===== src/rtl/edvs_spinn_pkt_assembler_if.sv =====
// Byte-in / packet-out bus of the eDVS-to-SpiNNaker packet assembler.
// The slave modport is the assembler side; master is the UART/driver side.
interface edvs_spinn_pkt_assembler_if;
  logic [7:0]  BYTE_IN;
  logic        BYTE_VLD_IN;
  logic [39:0] PKT_DATA_OUT;
  logic        PKT_VLD_OUT;
  logic        PKT_RDY_IN;

  modport master (
    output BYTE_IN, BYTE_VLD_IN, PKT_RDY_IN,
    input  PKT_DATA_OUT, PKT_VLD_OUT
  );

  modport slave (
    input  BYTE_IN, BYTE_VLD_IN, PKT_RDY_IN,
    output PKT_DATA_OUT, PKT_VLD_OUT
  );
endinterface


===== src/rtl/edvs_spinn_pkt_assembler.sv =====
// eDVS E0 byte pairs -> 40-bit SpiNNaker multicast packets, queued behind a
// registered-output FIFO. Define EDVS_PKT_TIMEOUT_EN for the inter-byte timeout.
module edvs_spinn_pkt_assembler #(
  parameter logic [15:0] VIRTUAL_KEY    = 16'h0200,
  parameter int          FIFO_AW        = 2,
  parameter int          TIMEOUT_CYCLES = 1000
) (
  input  logic                        CLK_IN,
  input  logic                        RESET_IN,
  input  logic                        ENABLE_IN,
  edvs_spinn_pkt_assembler_if.slave   bus,
  output logic [15:0]                 DROP_CNT_OUT,
  output logic [15:0]                 SYNC_ERR_CNT_OUT
);

  localparam logic [0:0] WAIT_HI = 1'b0;
  localparam logic [0:0] WAIT_LO = 1'b1;
  localparam int         DEPTH   = 2 ** FIFO_AW;
  localparam logic [FIFO_AW:0] DEPTH_C = (FIFO_AW + 1)'(DEPTH);

  // ---------------- parser ----------------
  logic [0:0]  state_q, state_d;
  logic [6:0]  y_q, y_d;
  logic        pv_q, pv_d;
  logic [39:0] pd_q, pd_d;
  logic        sync_inc;
  logic [31:0] key;

  assign key = {VIRTUAL_KEY, 1'b0, bus.BYTE_IN[7], y_q, bus.BYTE_IN[6:0]};

`ifdef EDVS_PKT_TIMEOUT_EN
  logic [31:0] tmr_q, tmr_d;
`else
  logic tmo_unused;
  assign tmo_unused = (TIMEOUT_CYCLES != 0);
`endif

  always_comb begin
    state_d  = state_q;
    y_d      = y_q;
    pv_d     = 1'b0;
    pd_d     = pd_q;
    sync_inc = 1'b0;
`ifdef EDVS_PKT_TIMEOUT_EN
    tmr_d    = 32'd0;
`endif
    if (!ENABLE_IN) begin
      state_d = WAIT_HI;
    end else if (bus.BYTE_VLD_IN) begin
      if (state_q == WAIT_HI) begin
        if (bus.BYTE_IN[7]) begin
          y_d     = bus.BYTE_IN[6:0];
          state_d = WAIT_LO;
        end else begin
          sync_inc = 1'b1;
        end
      end else begin
        // Odd parity over the whole 40-bit word lives in header[0].
        pd_d    = {key, 7'd0, ~^key};
        pv_d    = 1'b1;
        state_d = WAIT_HI;
      end
    end
`ifdef EDVS_PKT_TIMEOUT_EN
    else if (state_q == WAIT_LO) begin
      if (tmr_q == 32'(TIMEOUT_CYCLES - 1)) begin
        state_d  = WAIT_HI;
        sync_inc = 1'b1;
      end else begin
        tmr_d = tmr_q + 32'd1;
      end
    end
`endif
  end

  always_ff @(posedge CLK_IN) begin
    if (RESET_IN) begin
      state_q <= WAIT_HI;
      y_q     <= '0;
      pv_q    <= 1'b0;
      pd_q    <= '0;
`ifdef EDVS_PKT_TIMEOUT_EN
      tmr_q   <= '0;
`endif
    end else begin
      state_q <= state_d;
      y_q     <= y_d;
      pv_q    <= pv_d;
      pd_q    <= pd_d;
`ifdef EDVS_PKT_TIMEOUT_EN
      tmr_q   <= tmr_d;
`endif
    end
  end

  // ---------------- FIFO with output register ----------------
  logic [39:0]        mem_q [DEPTH];
  logic [FIFO_AW-1:0] rd_q, wr_q;
  logic [FIFO_AW:0]   cnt_q;
  logic [39:0]        out_q;
  logic               ov_q;

  logic xfer, full, accept, drop, load_out, pop, bypass, wr_en;

  assign xfer     = ov_q & bus.PKT_RDY_IN;
  assign full     = ov_q & (cnt_q == DEPTH_C);
  assign accept   = pv_q & (~full | xfer);
  assign drop     = pv_q & ~accept;
  assign load_out = ~ov_q | xfer;
  assign pop      = load_out & (cnt_q != '0);
  // An empty queue feeds the push straight into the output register.
  assign bypass   = load_out & (cnt_q == '0) & accept;
  assign wr_en    = accept & ~bypass;

  always_ff @(posedge CLK_IN) begin
    if (RESET_IN) begin
      rd_q  <= '0;
      wr_q  <= '0;
      cnt_q <= '0;
      out_q <= '0;
      ov_q  <= 1'b0;
    end else begin
      if (pop) begin
        out_q <= mem_q[rd_q];
        ov_q  <= 1'b1;
        rd_q  <= rd_q + FIFO_AW'(1);
      end else if (bypass) begin
        out_q <= pd_q;
        ov_q  <= 1'b1;
      end else if (load_out) begin
        ov_q  <= 1'b0;
      end
      if (wr_en) wr_q <= wr_q + FIFO_AW'(1);
      cnt_q <= cnt_q + (FIFO_AW + 1)'(wr_en) - (FIFO_AW + 1)'(pop);
    end
  end

  always_ff @(posedge CLK_IN) begin
    if (wr_en) mem_q[wr_q] <= pd_q;
  end

  assign bus.PKT_DATA_OUT = out_q;
  assign bus.PKT_VLD_OUT  = ov_q;

  // ---------------- saturating counters ----------------
  logic [15:0] drop_q, sync_q;

  always_ff @(posedge CLK_IN) begin
    if (RESET_IN) begin
      drop_q <= '0;
      sync_q <= '0;
    end else begin
      if (drop && drop_q != 16'hFFFF)     drop_q <= drop_q + 16'd1;
      if (sync_inc && sync_q != 16'hFFFF) sync_q <= sync_q + 16'd1;
    end
  end

  assign DROP_CNT_OUT     = drop_q;
  assign SYNC_ERR_CNT_OUT = sync_q;

endmodule


===== src/flat_wrapper.sv =====
// flat-port wrapper written by rule: the top's interface ports become plain ports
module edvs_spinn_pkt_assembler_flat 
#(
  parameter logic [15:0] VIRTUAL_KEY    = 16'h0200,
  parameter int          FIFO_AW        = 2,
  parameter int          TIMEOUT_CYCLES = 1000
)
  (CLK_IN, RESET_IN, ENABLE_IN, DROP_CNT_OUT, SYNC_ERR_CNT_OUT, bus_BYTE_IN, bus_BYTE_VLD_IN, bus_PKT_RDY_IN, bus_PKT_DATA_OUT, bus_PKT_VLD_OUT);
  edvs_spinn_pkt_assembler_if bus_i ();
  input  logic CLK_IN;
  input  logic RESET_IN;
  input  logic ENABLE_IN;
  output logic [15:0] DROP_CNT_OUT;
  output logic [15:0] SYNC_ERR_CNT_OUT;
  input wire logic [$bits(bus_i.BYTE_IN)-1:0] bus_BYTE_IN;
  input wire logic [$bits(bus_i.BYTE_VLD_IN)-1:0] bus_BYTE_VLD_IN;
  input wire logic [$bits(bus_i.PKT_RDY_IN)-1:0] bus_PKT_RDY_IN;
  output wire logic [$bits(bus_i.PKT_DATA_OUT)-1:0] bus_PKT_DATA_OUT;
  output wire logic [$bits(bus_i.PKT_VLD_OUT)-1:0] bus_PKT_VLD_OUT;
  assign bus_i.BYTE_IN = bus_BYTE_IN;
  assign bus_i.BYTE_VLD_IN = bus_BYTE_VLD_IN;
  assign bus_i.PKT_RDY_IN = bus_PKT_RDY_IN;
  assign bus_PKT_DATA_OUT = bus_i.PKT_DATA_OUT;
  assign bus_PKT_VLD_OUT = bus_i.PKT_VLD_OUT;
  edvs_spinn_pkt_assembler #(.VIRTUAL_KEY(VIRTUAL_KEY), .FIFO_AW(FIFO_AW), .TIMEOUT_CYCLES(TIMEOUT_CYCLES)) u_core (.CLK_IN(CLK_IN), .RESET_IN(RESET_IN), .ENABLE_IN(ENABLE_IN), .bus(bus_i), .DROP_CNT_OUT(DROP_CNT_OUT), .SYNC_ERR_CNT_OUT(SYNC_ERR_CNT_OUT));
endmodule

===== config.mk =====
export PLATFORM = sky130hd
export DESIGN_NAME = edvs_spinn_pkt_assembler_flat
export DESIGN_NICKNAME = d
export VERILOG_FILES = /design/src/rtl/edvs_spinn_pkt_assembler_if.sv /design/src/rtl/edvs_spinn_pkt_assembler.sv /design/src/flat_wrapper.sv
export SDC_FILE = /design/constraint.sdc
export NUM_CORES = 1
export LEC_CHECK = 0
export ABC_CLOCK_PERIOD_IN_PS = 5910
export BUFFER_PORTS_ARGS = -buffer_cell sky130_fd_sc_hd__buf_2
export CAP_MARGIN = 20
export CORE_MARGIN = 2
export CORE_UTILIZATION = 62
export CTS_CLUSTER_SIZE = 20
export DETAILED_ROUTE_END_ITERATION = 8
export HOLD_SLACK_MARGIN = 0.06
export PLACE_DENSITY = 0.94
export SLEW_MARGIN = 20
export SYNTH_ARGS = -nofsm -noshare
export SYNTH_HDL_FRONTEND = slang
export SYNTH_SLANG_ARGS = --single-unit

===== constraint.sdc =====
create_clock -name CLK_IN -period 5.91 [get_ports CLK_IN]
set_clock_uncertainty 0.1 [all_clocks]
set_input_delay 1.182 -clock CLK_IN [delete_from_list [all_inputs] [get_ports CLK_IN]]
set_output_delay 1.182 -clock CLK_IN [all_outputs]
set_load 0.01 [all_outputs]

# Word-level counts from Yosys, hierarchy flattened
# Memories as Yosys holds them, arrays and structs flattened. A register that Yosys moved wholly into a read port is not among the register bits.
# Index checks and enable logic that the tools add are counted.
[word_totals] reg_bits=106 input_bits=13 n_memories=1 ramBits=68 word_cells=65 out_inout_bits=73
[memory_table] name="u_core.mem_q" depth=4 width=17 rd=1 rd_clocked_by_memory_dff=1 write_ports=1 line="edvs_spinn_pkt_assembler.sv:97" source="logic [39:0] mem_q [DEPTH];"
[op_classes] mux=16 n_bitwise=17 eq_ne=3 addsub=6 n_reduce_logical=11
[ops] operator="40-bit two-way mux" n=2
[ops] operator="16-bit by 1-bit adder with 16-bit output (second input constant)" n=2
[ops] operator="16-bit inequality test (second input constant)" n=2
[ops] operator="32-bit XNOR reduction" n=1
[ops] operator="1-bit two-way mux" n=12
[ops] operator="1-bit AND" n=8
[ops] operator="1-bit inverter" n=7
[ops] operator="3-bit nonzero test" n=2
[ops] operator="2-bit by 1-bit adder with 2-bit output (second input constant)" n=2
[ops] operator="2-bit two-way mux" n=2
[ops] operator="4-bit AND reduction" n=1
[ops] operator="3-bit by 1-bit adder with 3-bit output" n=1
[ops] operator="3-bit equality test (second input constant)" n=1
[ops] operator="3-bit logical NOT" n=1
[ops] operator="3-bit AND reduction" n=1
[ops] operator="3-bit OR reduction" n=1
[ops] operator="3-bit by 1-bit subtractor with 3-bit output" n=1
[ops] operator="1-bit logical AND" n=2
[ops] operator="1-bit OR" n=2
[ops] operator="2-bit nonzero test" n=1
[ops] operator="2-bit OR reduction" n=1

# Logic depth before layout (Yosys ltp)
# Gate-level depths: netlist of run 1.
[logic_depth] ltp_word=10 depth_mapped=10 mapped_depth_nobuf=9

# Worst setup path before layout of run 1
# Ideal clock, no wire load.
[synth_timing] path_kind="input port to flip-flop" start="input bus_PKT_RDY_IN" end="register u_core.cnt_q[2]" cell_stages=10 required_time_ps=5682 setup_slack_ps=2805 path_buffers=1 setup_ps=128 arrival_time_ps=2877 path_cell_list="nor2b_1 -> nor2_1 -> buf_2 -> ha_1 -> inv_1 -> ha_1 -> fa_1 -> xnor2_1 -> xnor2_1 -> nor2_1"
[synth_via] word_cells_on_any_way=11 classes_between="add/sub (2); bitwise (9)"
[synth_rtl] element="from (decl)" line="flat_wrapper.sv:17" source="input wire logic [$bits(bus_i.PKT_RDY_IN)-1:0] bus_PKT_RDY_IN;"
[synth_rtl] element="1-bit AND" line="edvs_spinn_pkt_assembler.sv:105" source="assign xfer = ov_q & bus.PKT_RDY_IN;"
[synth_rtl] element="1-bit OR" line="edvs_spinn_pkt_assembler.sv:109" source="assign load_out = ~ov_q | xfer;"
[synth_rtl] element="1-bit AND" line="edvs_spinn_pkt_assembler.sv:110" source="assign pop = load_out & (cnt_q != '0);"
[synth_rtl] element="named net u_core.pop" line="edvs_spinn_pkt_assembler.sv:103" source="logic xfer, full, accept, drop, load_out, pop, bypass, wr_en;"
[synth_rtl] element="3-bit by 1-bit subtractor with 3-bit output" line="edvs_spinn_pkt_assembler.sv:134" source="cnt_q <= cnt_q + (FIFO_AW + 1)'(wr_en) - (FIFO_AW + 1)'(pop);"
[synth_rtl] element="to (signal assigned)" line="edvs_spinn_pkt_assembler.sv:134"
[synth_rtl] element="to (decl)" line="edvs_spinn_pkt_assembler.sv:99" source="logic [FIFO_AW:0] cnt_q;"
# The timed path passes the listed nets, and every way through them passes these cells.
# A chain may end at the register's enable or synchronous reset.

# Final worst setup path of run 1
[layout_timing] start="input bus_PKT_RDY_IN" end="register u_core.cnt_q[2]"
[layout_via] elab_chain_cells=8 word_cells_on_any_way=11 classes_between="add/sub (2); bitwise (9)"
[layout_lines] element="1-bit AND (*)" line="edvs_spinn_pkt_assembler.sv:105"
[layout_lines] element="1-bit OR (on tied branches)" line="edvs_spinn_pkt_assembler.sv:109, edvs_spinn_pkt_assembler.sv:107"
[layout_lines] element="1-bit AND (on tied branches)" line="edvs_spinn_pkt_assembler.sv:112, edvs_spinn_pkt_assembler.sv:107"
[layout_lines] element="1-bit AND" line="edvs_spinn_pkt_assembler.sv:112" source="assign bypass = load_out & (cnt_q == '0) & accept;"
[layout_lines] element="1-bit inverter" line="edvs_spinn_pkt_assembler.sv:113" source="assign wr_en = accept & ~bypass;"
[layout_lines] element="1-bit AND" line="edvs_spinn_pkt_assembler.sv:113"
[layout_lines] element="3-bit by 1-bit adder with 3-bit output" line="edvs_spinn_pkt_assembler.sv:134"
[layout_lines] element="3-bit by 1-bit subtractor with 3-bit output (*)" line="edvs_spinn_pkt_assembler.sv:134"
# Every way passes the cells marked *; elsewhere a longest branch is shown, timed or not.

==> results.sh, run 1 <==
export IMPL_dpl_hpwl_um=7710
export IMPL_groute_usage_overall=0.229
export IMPL_worst_max_slew_pin_slew_ns=0.891
export IMPL_cp_depth=11
export IMPL_dr_total_vias=4226
export IMPL_rr_endpoint="u_core.cnt_q[2]$_SDFF_PP0_"
export IMPL_reg2regPathDepth=10
export IMPL_cp_buffers_inverters=3
export IMPL_synth_top_flop_cell="sky130_fd_sc_hd__dfxtp_1"
export IMPL_post_route_cells_drive_above_1_share=0.192
export IMPL_grt_first_pass_wirelength_um=20100
export IMPL_chipHeight_um=106
export IMPL_post_synth_instance_area_um2=6460
export IMPL_run_status="finished clean"
export IMPL_worst_setup_path_startpoint="bus_PKT_RDY_IN"
export IMPL_timing_critical_path_fanout_max=20
export IMPL_wl_um=12200
export IMPL_placed_cell_area_um2=6780
export IMPL_starting_density_of_the_core=0.631
export IMPL_critical_path_class="primary input to flop"
export IMPL_drt_antenna_violating_nets=0
export IMPL_maximum_number_of_pins_on_one_net_before_global_route_repair=85
export IMPL_post_cts_resized_instances=0
export IMPL_setup_reg_to_reg_worst_slack_ns=3.30
export IMPL_clock_sink_count=153
export IMPL_setup_worst_path_end_class="flop"
export IMPL_totalPowerFinal_mw=2.90
export IMPL_min_from="u_core.y_q[5]$_SDFFE_PP0P_"
export IMPL_filler_cells_inserted=671
export IMPL_synthCells=540
export IMPL_worst_hold_slack_ns=0.390
export IMPL_post_cts_hold_buffer_count=0
export IMPL_finish_utilization=0.720
export IMPL_cts_root_buffer_cell="sky130_fd_sc_hd__clkbuf_8"
export IMPL_boundary_pin_count=86
export IMPL_total_leakage_power_nw=2.83
export IMPL_worst_skew_pair_late_latency_ns=0.52
export IMPL_area_enclosed_by_the_die_boundary_um2=11200
export IMPL_final_min_clock_period_ns=2.98
export IMPL_final_max_slew_viol_count=0
export IMPL_comb_power_share=0.198
export IMPL_cts_tree="built"
export IMPL_areaGrowthSynthToFinish_pct=14.1
export IMPL_drc=0
export IMPL_die_width_um=106
export IMPL_grt_antenna_before_repair=0
export IMPL_worst_relative_slew_slack=0.406
export IMPL_worst_setup_ep="u_core.cnt_q[2]$_SDFF_PP0_"
export IMPL_report_final_hold_viol_count=0
export IMPL_achievable_frequency_mhz=336
export IMPL_fin_setup_tns_ns=0
export IMPL_clk_transition_reported_paths_ns=0.06
export IMPL_cell_internal_pwr_mw=2.10
export IMPL_net_switching_power_mw=0.797
export IMPL_grt_setup_unrepaired="no"
export IMPL_route_detailed_vias_per_inst=5.63
export IMPL_max_cap_violations=0
export IMPL_r2r_path_start="u_core.bus.PKT_VLD_OUT$_SDFFE_PP0P_"
export IMPL_worst_setup_path_start_kind="primary input"
export IMPL_seq_area_frac_synth=0.580
export IMPL_postLayoutCellArea_um2=7370
export IMPL_worstHoldPathType="flop to flop"
export IMPL_min_period_over_period=0.504
export IMPL_rows=37
export IMPL_cts_max_path_buffers=2
export IMPL_global_route_overflow_total=0
export IMPL_place_congestion=0.862
export IMPL_grt_pass1_vias=4106
export IMPL_power_switching_fraction=0.275
export IMPL_critical_path_slowest_cell="sky130_fd_sc_hd__fa_1"
export IMPL_cts_buffers=17
export IMPL_htree_num_levels=4
export IMPL_slowest_delay_ns=0.38
export IMPL_final_cell_mix="sky130_fd_sc_hd__dfxtp_1, sky130_fd_sc_hd__edfxtp_1, sky130_fd_sc_hd__nor2_1"
export IMPL_number_of_buffers_inserted_by_post_cts_setup_repair=0
export IMPL_synth_enable_flop_cells=68
export IMPL_numPortBuffers=62
export IMPL_layout_commonest_cell="sky130_fd_sc_hd__dfxtp_1"
export IMPL_power_sequential_fraction=0.438
export IMPL_yosys_cell_types_count=46
export IMPL_final_nets=623
export IMPL_fp_coreArea_um2=10200
export IMPL_final_count_of_negative_setup_slack_endpoints=0
export IMPL_ys_ff_latch=153
export IMPL_drt_pre_antenna_iters=5
export IMPL_path_cells="buf_2, nor2b_1, nor2_2, buf_4, ha_1, inv_1, ha_1, fa_1, xnor2_1, xnor2_1, nor2_1"
export IMPL_worst_path_dominant_cell_family="adder cells"
export IMPL_timing_critical_path_arrival_ns=3.25
export IMPL_ratio_of_total_power_to_cell_area_nw_per_um2=394
export IMPL_power_frac_clock=0.364
export IMPL_antenna_cell_count=0
export IMPL_worst_endpoint_required_ns=6.19
export IMPL_yosys_warnings=0
export IMPL_ir_drop_v=0.000190
export IMPL_detailedRoute_firstIterationViolations=162
export IMPL_synthesis_area_per_instance_um2=12.0
export IMPL_synth_async_sr_flop_share=0
export IMPL_routedWlPerCell_um=16.2
## cell usage after synthesis (2+ instances only)
| library cell | n | area share |
|---|---|---|
| sky130_fd_sc_hd__o211ai_1 | 5 | 0.0058 |
| sky130_fd_sc_hd__nor3_1 | 6 | 0.0047 |
| sky130_fd_sc_hd__nand2_1 | 43 | 0.025 |
| sky130_fd_sc_hd__nor2_1 | 65 | 0.038 |
| sky130_fd_sc_hd__xnor2_1 | 23 | 0.031 |
| sky130_fd_sc_hd__edfxtp_1 | 68 | 0.32 |
| sky130_fd_sc_hd__and4_1 | 4 | 0.0054 |
| sky130_fd_sc_hd__nand3_1 | 11 | 0.0085 |
| sky130_fd_sc_hd__a21oi_1 | 20 | 0.016 |
| sky130_fd_sc_hd__nand4_1 | 6 | 0.0058 |
| sky130_fd_sc_hd__o21ai_1 | 2 | 0.0016 |
| sky130_fd_sc_hd__inv_1 | 8 | 0.0047 |
| sky130_fd_sc_hd__and3b_1 | 3 | 0.0041 |
| sky130_fd_sc_hd__or4_1 | 2 | 0.0023 |
| sky130_fd_sc_hd__and3_1 | 12 | 0.012 |
| sky130_fd_sc_hd__buf_2 | 7 | 0.0054 |
| sky130_fd_sc_hd__clkbuf_1 | 13 | 0.0076 |
| sky130_fd_sc_hd__mux4_2 | 17 | 0.059 |
| sky130_fd_sc_hd__nor4b_1 | 2 | 0.0027 |
| sky130_fd_sc_hd__ha_1 | 8 | 0.016 |
| sky130_fd_sc_hd__nor2b_1 | 5 | 0.0048 |
| sky130_fd_sc_hd__buf_4 | 24 | 0.028 |
| sky130_fd_sc_hd__dfxtp_1 | 85 | 0.26 |
| sky130_fd_sc_hd__xor2_1 | 18 | 0.024 |
| sky130_fd_sc_hd__or3_1 | 2 | 0.0019 |
| sky130_fd_sc_hd__and2_1 | 4 | 0.0039 |
| sky130_fd_sc_hd__nor3b_1 | 3 | 0.0035 |
| sky130_fd_sc_hd__a211oi_1 | 19 | 0.022 |
| sky130_fd_sc_hd__nor4_1 | 7 | 0.0068 |
| sky130_fd_sc_hd__mux2i_1 | 28 | 0.043 |
| sky130_fd_sc_hd__o21ai_0 | 5 | 0.0039 |
## worst register-to-register path: cells and delay by family, from the launching register on
family | cells | cell delay, ns
AND/OR/NAND/NOR | 3 | 0.50
flip-flops | 1 | 0.36
buffers and inverters | 2 | 0.29
XOR/XNOR | 2 | 0.33
adder cells (fa/ha/maj) | 3 | 0.89
## final cells by class
class | count | area, um^2 | share of cell area
Multi-Input combinational cell | 356 | 2500 | 0.340
Timing Repair Buffer | 65 | 333 | 0.0452
Tap cell | 136 | 170 | 0.0231
Inverter | 8 | 30.0 | 0.00407
Sequential cell | 153 | 3740 | 0.508
Clock buffer | 21 | 470 | 0.0638
Clock inverter | 11 | 118 | 0.0160
## registers in the layout (all words and copies together), names as in the netlist, named ones only
signal / cells
u_core.bus.PKT_VLD_OUT: 1
u_core.bus.PKT_DATA_OUT: 17
u_core.wr_q: 2
u_core.DROP_CNT_OUT: 16
u_core.pv_q: 1
u_core.state_q: 1
u_core.SYNC_ERR_CNT_OUT: 16
u_core.rd_q: 2
u_core.mem_q: 68
u_core.y_q: 7
u_core.cnt_q: 3
u_core.pd_q: 17
## cells by family (layout without fill, tap and decap cells)
logic type | Yosys count | in the layout | synth area share
XOR/XNOR | 41 | 41 | 0.0556
AO/OA/AOI/OAI | 55 | 55 | 0.0537
multiplexers | 45 | 45 | 0.103
other | 1 | 23 | 0.000581
AND/OR/NAND/NOR | 183 | 183 | 0.143
adder cells (fa/ha/maj) | 9 | 9 | 0.0186
buffers and inverters | 53 | 105 | 0.0461
flip-flops | 153 | 153 | 0.580
## metrics by stage
step | cells | setup slack (ns)
after floorplan | 562 | 2.81
after global placement | 718 | 2.51
after detailed placement | 718 | 2.44
after CTS | 750 | 2.96
after global routing | 750 | 2.83
final | 750 | 2.93
## routing by layer
layer | vias up | global-route usage | part of all wire
met5 | - | 0 | 0
met4 | 0 | 0.0771 | 0.010
met3 | 13 | 0.0509 | 0.047
met2 | 127 | 0.378 | 0.50
met1 | 2060 | 0.301 | 0.44
li1 | 2026 | - | -
## power by group through the flow
stage	registers [mW]	logic [mW]	clock network [mW]
after floorplan	1.27	0.445	0
after global placement	1.28	0.542	0
after detailed placement	1.29	0.568	0
after CTS	1.27	0.581	1.07
after global routing	1.29	0.630	1.10
final	1.27	0.575	1.06
## worst min path at each step
stage	to	cells past startpoint	slack [ns]
2_1_floorplan	u_core.pd_q[20]$_SDFFE_PP0P_	2	0.36
3_3_place_gp	u_core.pd_q[21]$_SDFFE_PP0P_	2	0.38
3_5_place_dp	u_core.pd_q[20]$_SDFFE_PP0P_	2	0.39
4_1_cts	u_core.pd_q[20]$_SDFFE_PP0P_	2	0.39
5_1_grt	u_core.pd_q[19]$_SDFFE_PP0P_	2	0.41
6_report	u_core.pd_q[20]$_SDFFE_PP0P_	2	0.39
(Power assumes the default switching activity.)
==> run 2: changes to the inputs <==
--- a/config.mk
+++ b/config.mk
@@ -5,15 +5,15 @@
 export SDC_FILE = /design/constraint.sdc
 export NUM_CORES = 1
 export LEC_CHECK = 0
-export ABC_CLOCK_PERIOD_IN_PS = 5910
+export ABC_CLOCK_PERIOD_IN_PS = 2460
 export BUFFER_PORTS_ARGS = -buffer_cell sky130_fd_sc_hd__buf_2
 export CAP_MARGIN = 20
 export CORE_MARGIN = 2
-export CORE_UTILIZATION = 62
+export CORE_UTILIZATION = 52
 export CTS_CLUSTER_SIZE = 20
 export DETAILED_ROUTE_END_ITERATION = 8
 export HOLD_SLACK_MARGIN = 0.06
-export PLACE_DENSITY = 0.94
+export PLACE_DENSITY = 0.85
 export SLEW_MARGIN = 20
 export SYNTH_ARGS = -nofsm -noshare
 export SYNTH_HDL_FRONTEND = slang
==> constraint.sdc (replaced) <==
create_clock -name CLK_IN -period 2.46 [get_ports CLK_IN]
set_clock_uncertainty 0.1 [all_clocks]
set_input_delay 0.492 -clock CLK_IN [delete_from_list [all_inputs] [get_ports CLK_IN]]
set_output_delay 0.492 -clock CLK_IN [all_outputs]
set_load 0.01 [all_outputs]
==> results.sh, run 2 (synthesized netlist as in run 1, its figures left out) <==
export IMPL_die_width_um=115
export IMPL_grt_pass1_vias=4040
export IMPL_grt_antenna_before_repair=0
export IMPL_wl_um=12700
export IMPL_area_enclosed_by_the_die_boundary_um2=13300
export IMPL_global_route_overflow_total=0
export IMPL_worst_setup_path_start_kind="flop"
export IMPL_clock_sink_count=153
export IMPL_maximum_number_of_pins_on_one_net_before_global_route_repair=35
export IMPL_filler_cells_inserted=909
export IMPL_detailedRoute_firstIterationViolations=175
export IMPL_power_sequential_fraction=0.422
export IMPL_worst_endpoint_required_ns=2.64
export IMPL_slowest_delay_ns=0.39
export IMPL_final_nets=631
export IMPL_finish_utilization=0.619
export IMPL_worstHoldPathType="primary input to flop"
export IMPL_drt_antenna_violating_nets=0
export IMPL_max_cap_violations=0
export IMPL_power_switching_fraction=0.282
export IMPL_antenna_cell_count=0
export IMPL_cts_buffers=17
export IMPL_layout_commonest_cell="sky130_fd_sc_hd__dfxtp_1"
export IMPL_run_status="finished clean"
export IMPL_total_leakage_power_nw=2.87
export IMPL_largest_register_ff_count=68
export IMPL_clk_transition_reported_paths_ns=0.06
export IMPL_route_detailed_vias_per_inst=5.34
export IMPL_worst_max_slew_pin_slew_ns=0.549
export IMPL_final_min_clock_period_ns=2.29
export IMPL_areaGrowthSynthToFinish_pct=15.6
export IMPL_boundary_pin_count=86
export IMPL_top_register="u_core.mem_q"
export IMPL_dr_total_vias=4219
export IMPL_net_switching_power_mw=1.97
export IMPL_drt_pre_antenna_iters=4
export IMPL_dpl_hpwl_um=8310
export IMPL_post_cts_resized_instances=0
export IMPL_post_cts_hold_buffer_count=0
export IMPL_achievable_frequency_mhz=437
export IMPL_critical_path_slowest_cell="sky130_fd_sc_hd__fa_1"
export IMPL_timing_critical_path_arrival_ns=2.47
export IMPL_ir_drop_v=0.000520
export IMPL_final_cell_mix="sky130_fd_sc_hd__dfxtp_1, sky130_fd_sc_hd__edfxtp_1, sky130_fd_sc_hd__nor2_1"
export IMPL_final_max_slew_viol_count=0
export IMPL_totalPowerFinal_mw=6.99
export IMPL_numPortBuffers=62
export IMPL_grt_first_pass_wirelength_um=20500
export IMPL_chipHeight_um=115
export IMPL_fp_coreArea_um2=12100
export IMPL_timing_critical_path_fanout_max=5
export IMPL_rows=40
export IMPL_report_final_hold_viol_count=0
export IMPL_power_frac_clock=0.363
export IMPL_multi_input_comb_area_um2=2510
export IMPL_critical_path_class="flop to flop"
export IMPL_comb_power_share=0.215
export IMPL_min_period_over_period=0.930
export IMPL_final_count_of_negative_setup_slack_endpoints=0
export IMPL_groute_usage_overall=0.203
export IMPL_cts_max_path_buffers=2
export IMPL_cts_root_buffer_cell="sky130_fd_sc_hd__clkbuf_16"
export IMPL_cts_tree="built"
export IMPL_post_route_cells_drive_above_1_share=0.204
export IMPL_setup_worst_path_end_class="flop"
export IMPL_starting_density_of_the_core=0.535
export IMPL_register_area_um2=3740
export IMPL_ratio_of_total_power_to_cell_area_nw_per_um2=936
export IMPL_cell_internal_pwr_mw=5.02
export IMPL_place_congestion=0.853
export IMPL_worst_skew_pair_late_latency_ns=0.42
export IMPL_path_cells="nor3_1, nor2_2, ha_1, inv_1, ha_1, fa_1, xnor2_1, xnor2_1, nor2_1"
export IMPL_routedWlPerCell_um=16.0
export IMPL_htree_num_levels=4
export IMPL_drc=0
export IMPL_grt_setup_unrepaired="no"
export IMPL_number_of_buffers_inserted_by_post_cts_setup_repair=0
export IMPL_worst_relative_slew_slack=0.633
[run 2: worst paths after layout]
kind                                            startpoint                           end  slack [ns]  cells past startpoint
worst max register to register  u_core.cnt_q[1]$_SDFF_PP0_    u_core.cnt_q[2]$_SDFF_PP0_        0.17                      9
worst max-delay path            u_core.cnt_q[1]$_SDFF_PP0_    u_core.cnt_q[2]$_SDFF_PP0_        0.17                      9
worst min register to register  u_core.y_q[6]$_SDFFE_PP0P_  u_core.pd_q[21]$_SDFFE_PP0P_        0.39                      2
worst min-delay path                        bus_BYTE_IN[0]   u_core.pd_q[8]$_SDFFE_PP0P_        0.24                      3
[run 2: worst max-delay path, delay by kind of cell (launching register included)]
kind	cells	cell delay [ns]
adders and majority gates	3	0.87
and+or+nand+nor	3	0.40
buffers and inverters	1	0.05
xor gates and xnor gates	2	0.37
DFF	1	0.36
[run 2: per-stage QoR]
stage | instance area, um^2 | setup slack (ns) | hold slack (ns) | instances | TNS, ns
after CTS | 7460 | 0.00416 | 0.232 | 790 | 0
final | 7470 | 0.172 | 0.244 | 790 | 0
after floorplan | 6540 | 0.0455 | 0.356 | 562 | 0
after global placement | 6880 | 0.0421 | 0.379 | 758 | 0
after global routing | 7470 | 0.0234 | 0.242 | 790 | 0
after detailed placement | 6880 | -0.219 | 0.385 | 758 | -0.219
[run 2: area by class of cell]
type / instances / share of cell area
Sequential cell: 153 / 0.501
Inverter: 8 / 0.00402
Clock buffer: 18 / 0.0575
Clock inverter: 14 / 0.0199
Multi-Input combinational cell: 356 / 0.336
Tap cell: 168 / 0.0282
Timing Repair Buffer: 73 / 0.0526
[run 2: metal layers]
layer  vias to the layer above  track usage  routed length (um)
met1                      2017        0.256                5340
met5                         -            0                   0
met2                       140        0.335                6320
met4                         0       0.0867                 276
met3                        24       0.0513                 740
li1                       2038            -                   -
[run 2: power by group through the flow]
stage	logic, mW	clock network (mW)	registers, mW
after floorplan	1.07	0	3.06
after detailed placement	1.51	0	3.00
after global placement	1.43	0	2.99
after global routing	1.67	2.68	2.97
final	1.50	2.54	2.95
after CTS	1.52	2.57	2.95
==> run 3: changes to the inputs <==
--- a/config.mk
+++ b/config.mk
@@ -6,7 +6,7 @@
 export NUM_CORES = 1
 export LEC_CHECK = 0
 export ABC_CLOCK_PERIOD_IN_PS = 2460
-export BUFFER_PORTS_ARGS = -buffer_cell sky130_fd_sc_hd__buf_2
+export BUFFER_PORTS_ARGS = -buffer_cell sky130_fd_sc_hd__buf_4
 export CAP_MARGIN = 20
 export CORE_MARGIN = 2
 export CORE_UTILIZATION = 52
==> results.sh, run 3 (synthesized netlist as in run 1, its figures left out) <==
export IMPL_run_status="finished clean"
export IMPL_report_final_hold_viol_count=0
export IMPL_clock_sink_count=153
export IMPL_achievable_frequency_mhz=429
export IMPL_post_cts_resized_instances=0
export IMPL_power_sequential_fraction=0.425
export IMPL_number_of_buffers_inserted_by_post_cts_setup_repair=0
export IMPL_critical_path_slowest_cell="sky130_fd_sc_hd__dfxtp_1"
export IMPL_area_enclosed_by_the_die_boundary_um2=13300
export IMPL_ir_drop_v=0.000584
export IMPL_dp_cells=757
export IMPL_antenna_cell_count=0
export IMPL_final_min_clock_period_ns=2.33
export IMPL_boundary_pin_count=86
export IMPL_wl_um=12000
export IMPL_power_switching_fraction=0.275
export IMPL_met3_usage_grt=0.0392
export IMPL_met1_usage=0.244
export IMPL_worst_setup_path_start_kind="flop"
export IMPL_final_cells=789
export IMPL_place_congestion=0.795
export IMPL_areaGrowthSynthToFinish_pct=18.5
export IMPL_post_place_ws_ns=-0.0972
export IMPL_worst_max_slew_pin_slew_ns=0.863
export IMPL_critical_path_class="flop to flop"
export IMPL_cts_tree="built"
export IMPL_max_cap_violations=0
export IMPL_ratio_of_total_power_to_cell_area_nw_per_um2=909
export IMPL_route_detailed_vias_per_inst=5.30
export IMPL_grt_setup_unrepaired="no"
export IMPL_die_width_um=115
export IMPL_cell_internal_pwr_mw=5.04
export IMPL_starting_density_of_the_core=0.535
export IMPL_layout_commonest_cell="sky130_fd_sc_hd__dfxtp_1"
export IMPL_total_leakage_power_nw=2.89
export IMPL_post_route_cells_drive_above_1_share=0.206
export IMPL_final_count_of_negative_setup_slack_endpoints=0
export IMPL_worst_endpoint_required_ns=2.61
export IMPL_post_cts_hold_buffer_count=0
export IMPL_rows=40
export IMPL_grt_antenna_before_repair=0
export IMPL_largest_register_ff_count=68
export IMPL_dr_total_vias=4182
export IMPL_comb_power_share=0.223
export IMPL_fp_coreArea_um2=12100
export IMPL_final_cell_mix="sky130_fd_sc_hd__dfxtp_1, sky130_fd_sc_hd__buf_4, sky130_fd_sc_hd__edfxtp_1"
export IMPL_final_max_slew_viol_count=0
export IMPL_drc=0
export IMPL_cp_buffers_inverters=1
export IMPL_drt_antenna_violating_nets=0
export IMPL_timing_critical_path_fanout_max=5
export IMPL_clk_transition_reported_paths_ns=0.06
export IMPL_setup_worst_path_end_class="flop"
export IMPL_globalRouteMet2Util=0.320
export IMPL_numPortBuffers=62
export IMPL_htree_num_levels=4
export IMPL_drt_pre_antenna_iters=4
export IMPL_chipHeight_um=115
export IMPL_worst_skew_pair_late_latency_ns=0.41
export IMPL_grt_first_pass_wirelength_um=19700
export IMPL_dpl_hpwl_um=8080
export IMPL_slowest_delay_ns=0.39
export IMPL_grt_pass1_vias=4073
export IMPL_timing_final_ws_setup_ns=0.131
export IMPL_top_register="u_core.mem_q"
export IMPL_worst_relative_slew_slack=0.425
export IMPL_worstHoldPathType="primary input to flop"
export IMPL_cts_root_buffer_cell="sky130_fd_sc_hd__clkbuf_16"
export IMPL_detailedRoute_firstIterationViolations=244
export IMPL_timing_critical_path_arrival_ns=2.48
export IMPL_power_frac_clock=0.352
export IMPL_net_switching_power_mw=1.91
export IMPL_worst_path_dominant_cell_family="adder cells"
export IMPL_maximum_number_of_pins_on_one_net_before_global_route_repair=86
export IMPL_min_period_over_period=0.947
export IMPL_cts_buffers=17
export IMPL_global_route_overflow_total=0
export IMPL_groute_usage_overall=0.192
export IMPL_routedWlPerCell_um=15.2
export IMPL_grt_busiest_layer="met2"
export IMPL_final_nets=630
export IMPL_path_cells="nor3_1, nor2_2, ha_1, inv_1, ha_1, fa_1, xnor2_1, xnor2_1, nor2_1"
export IMPL_cts_max_path_buffers=2
## run 3: power groups by stage
stage	Combinational [mW]	Sequential [mW]	Clock, mW
after global placement	1.50	3.00	0
after floorplan	1.07	3.06	0
after CTS	1.58	2.96	2.49
final	1.55	2.96	2.45
after global routing	1.71	2.98	2.60
after detailed placement	1.56	3.01	0
## run 3: final cells by class
type                    count  area (um^2)
repair buffers             72          591
flip-flops and latches    153         3740
clock buffers              19          453
inverters                   8         30.0
multi-input cells         356         2510
clock inverters            13          120
well taps                 168          210
fillers                   887         4410
## run 3: through the flow
step	area (um^2)	setup TNS [ns]	util	power [mW]	hold WS, ns
floorplan	6540	0	-	4.13	0.356
global placement	7080	0	0.587	4.50	0.378
detailed placement	7080	-0.0972	0.587	4.57	0.385
CTS	7650	0	0.634	7.02	0.230
global route	7650	0	0.635	7.29	0.239
finish	7650	0	0.635	6.96	0.244
## run 3: worst paths after layout
check                                                 from                            to  slack (ns)  cells after the start
worst min-delay path                        bus_BYTE_IN[3]    u_core.y_q[3]$_SDFFE_PP0P_        0.24                      3
worst max-delay path            u_core.cnt_q[2]$_SDFF_PP0_    u_core.cnt_q[2]$_SDFF_PP0_        0.13                      9
worst min register to register  u_core.y_q[3]$_SDFFE_PP0P_  u_core.pd_q[18]$_SDFFE_PP0P_        0.39                      2
worst max register to register  u_core.cnt_q[2]$_SDFF_PP0_    u_core.cnt_q[2]$_SDFF_PP0_        0.13                      9
## run 3: layer usage
metal / vias to the layer above / part of all wire
met5: - / 0
met1: 2011 / 0.44
met4: 0 / 0.0084
met3: 6 / 0.046
met2: 118 / 0.51
li1: 2047 / -
## run 3: worst min-delay path: cells and delay by family
kind	cells	cell delay, ns
multiplexers	1	0.06
AND/OR/NAND/NOR	1	0.07
buffers and inverters	1	0.10
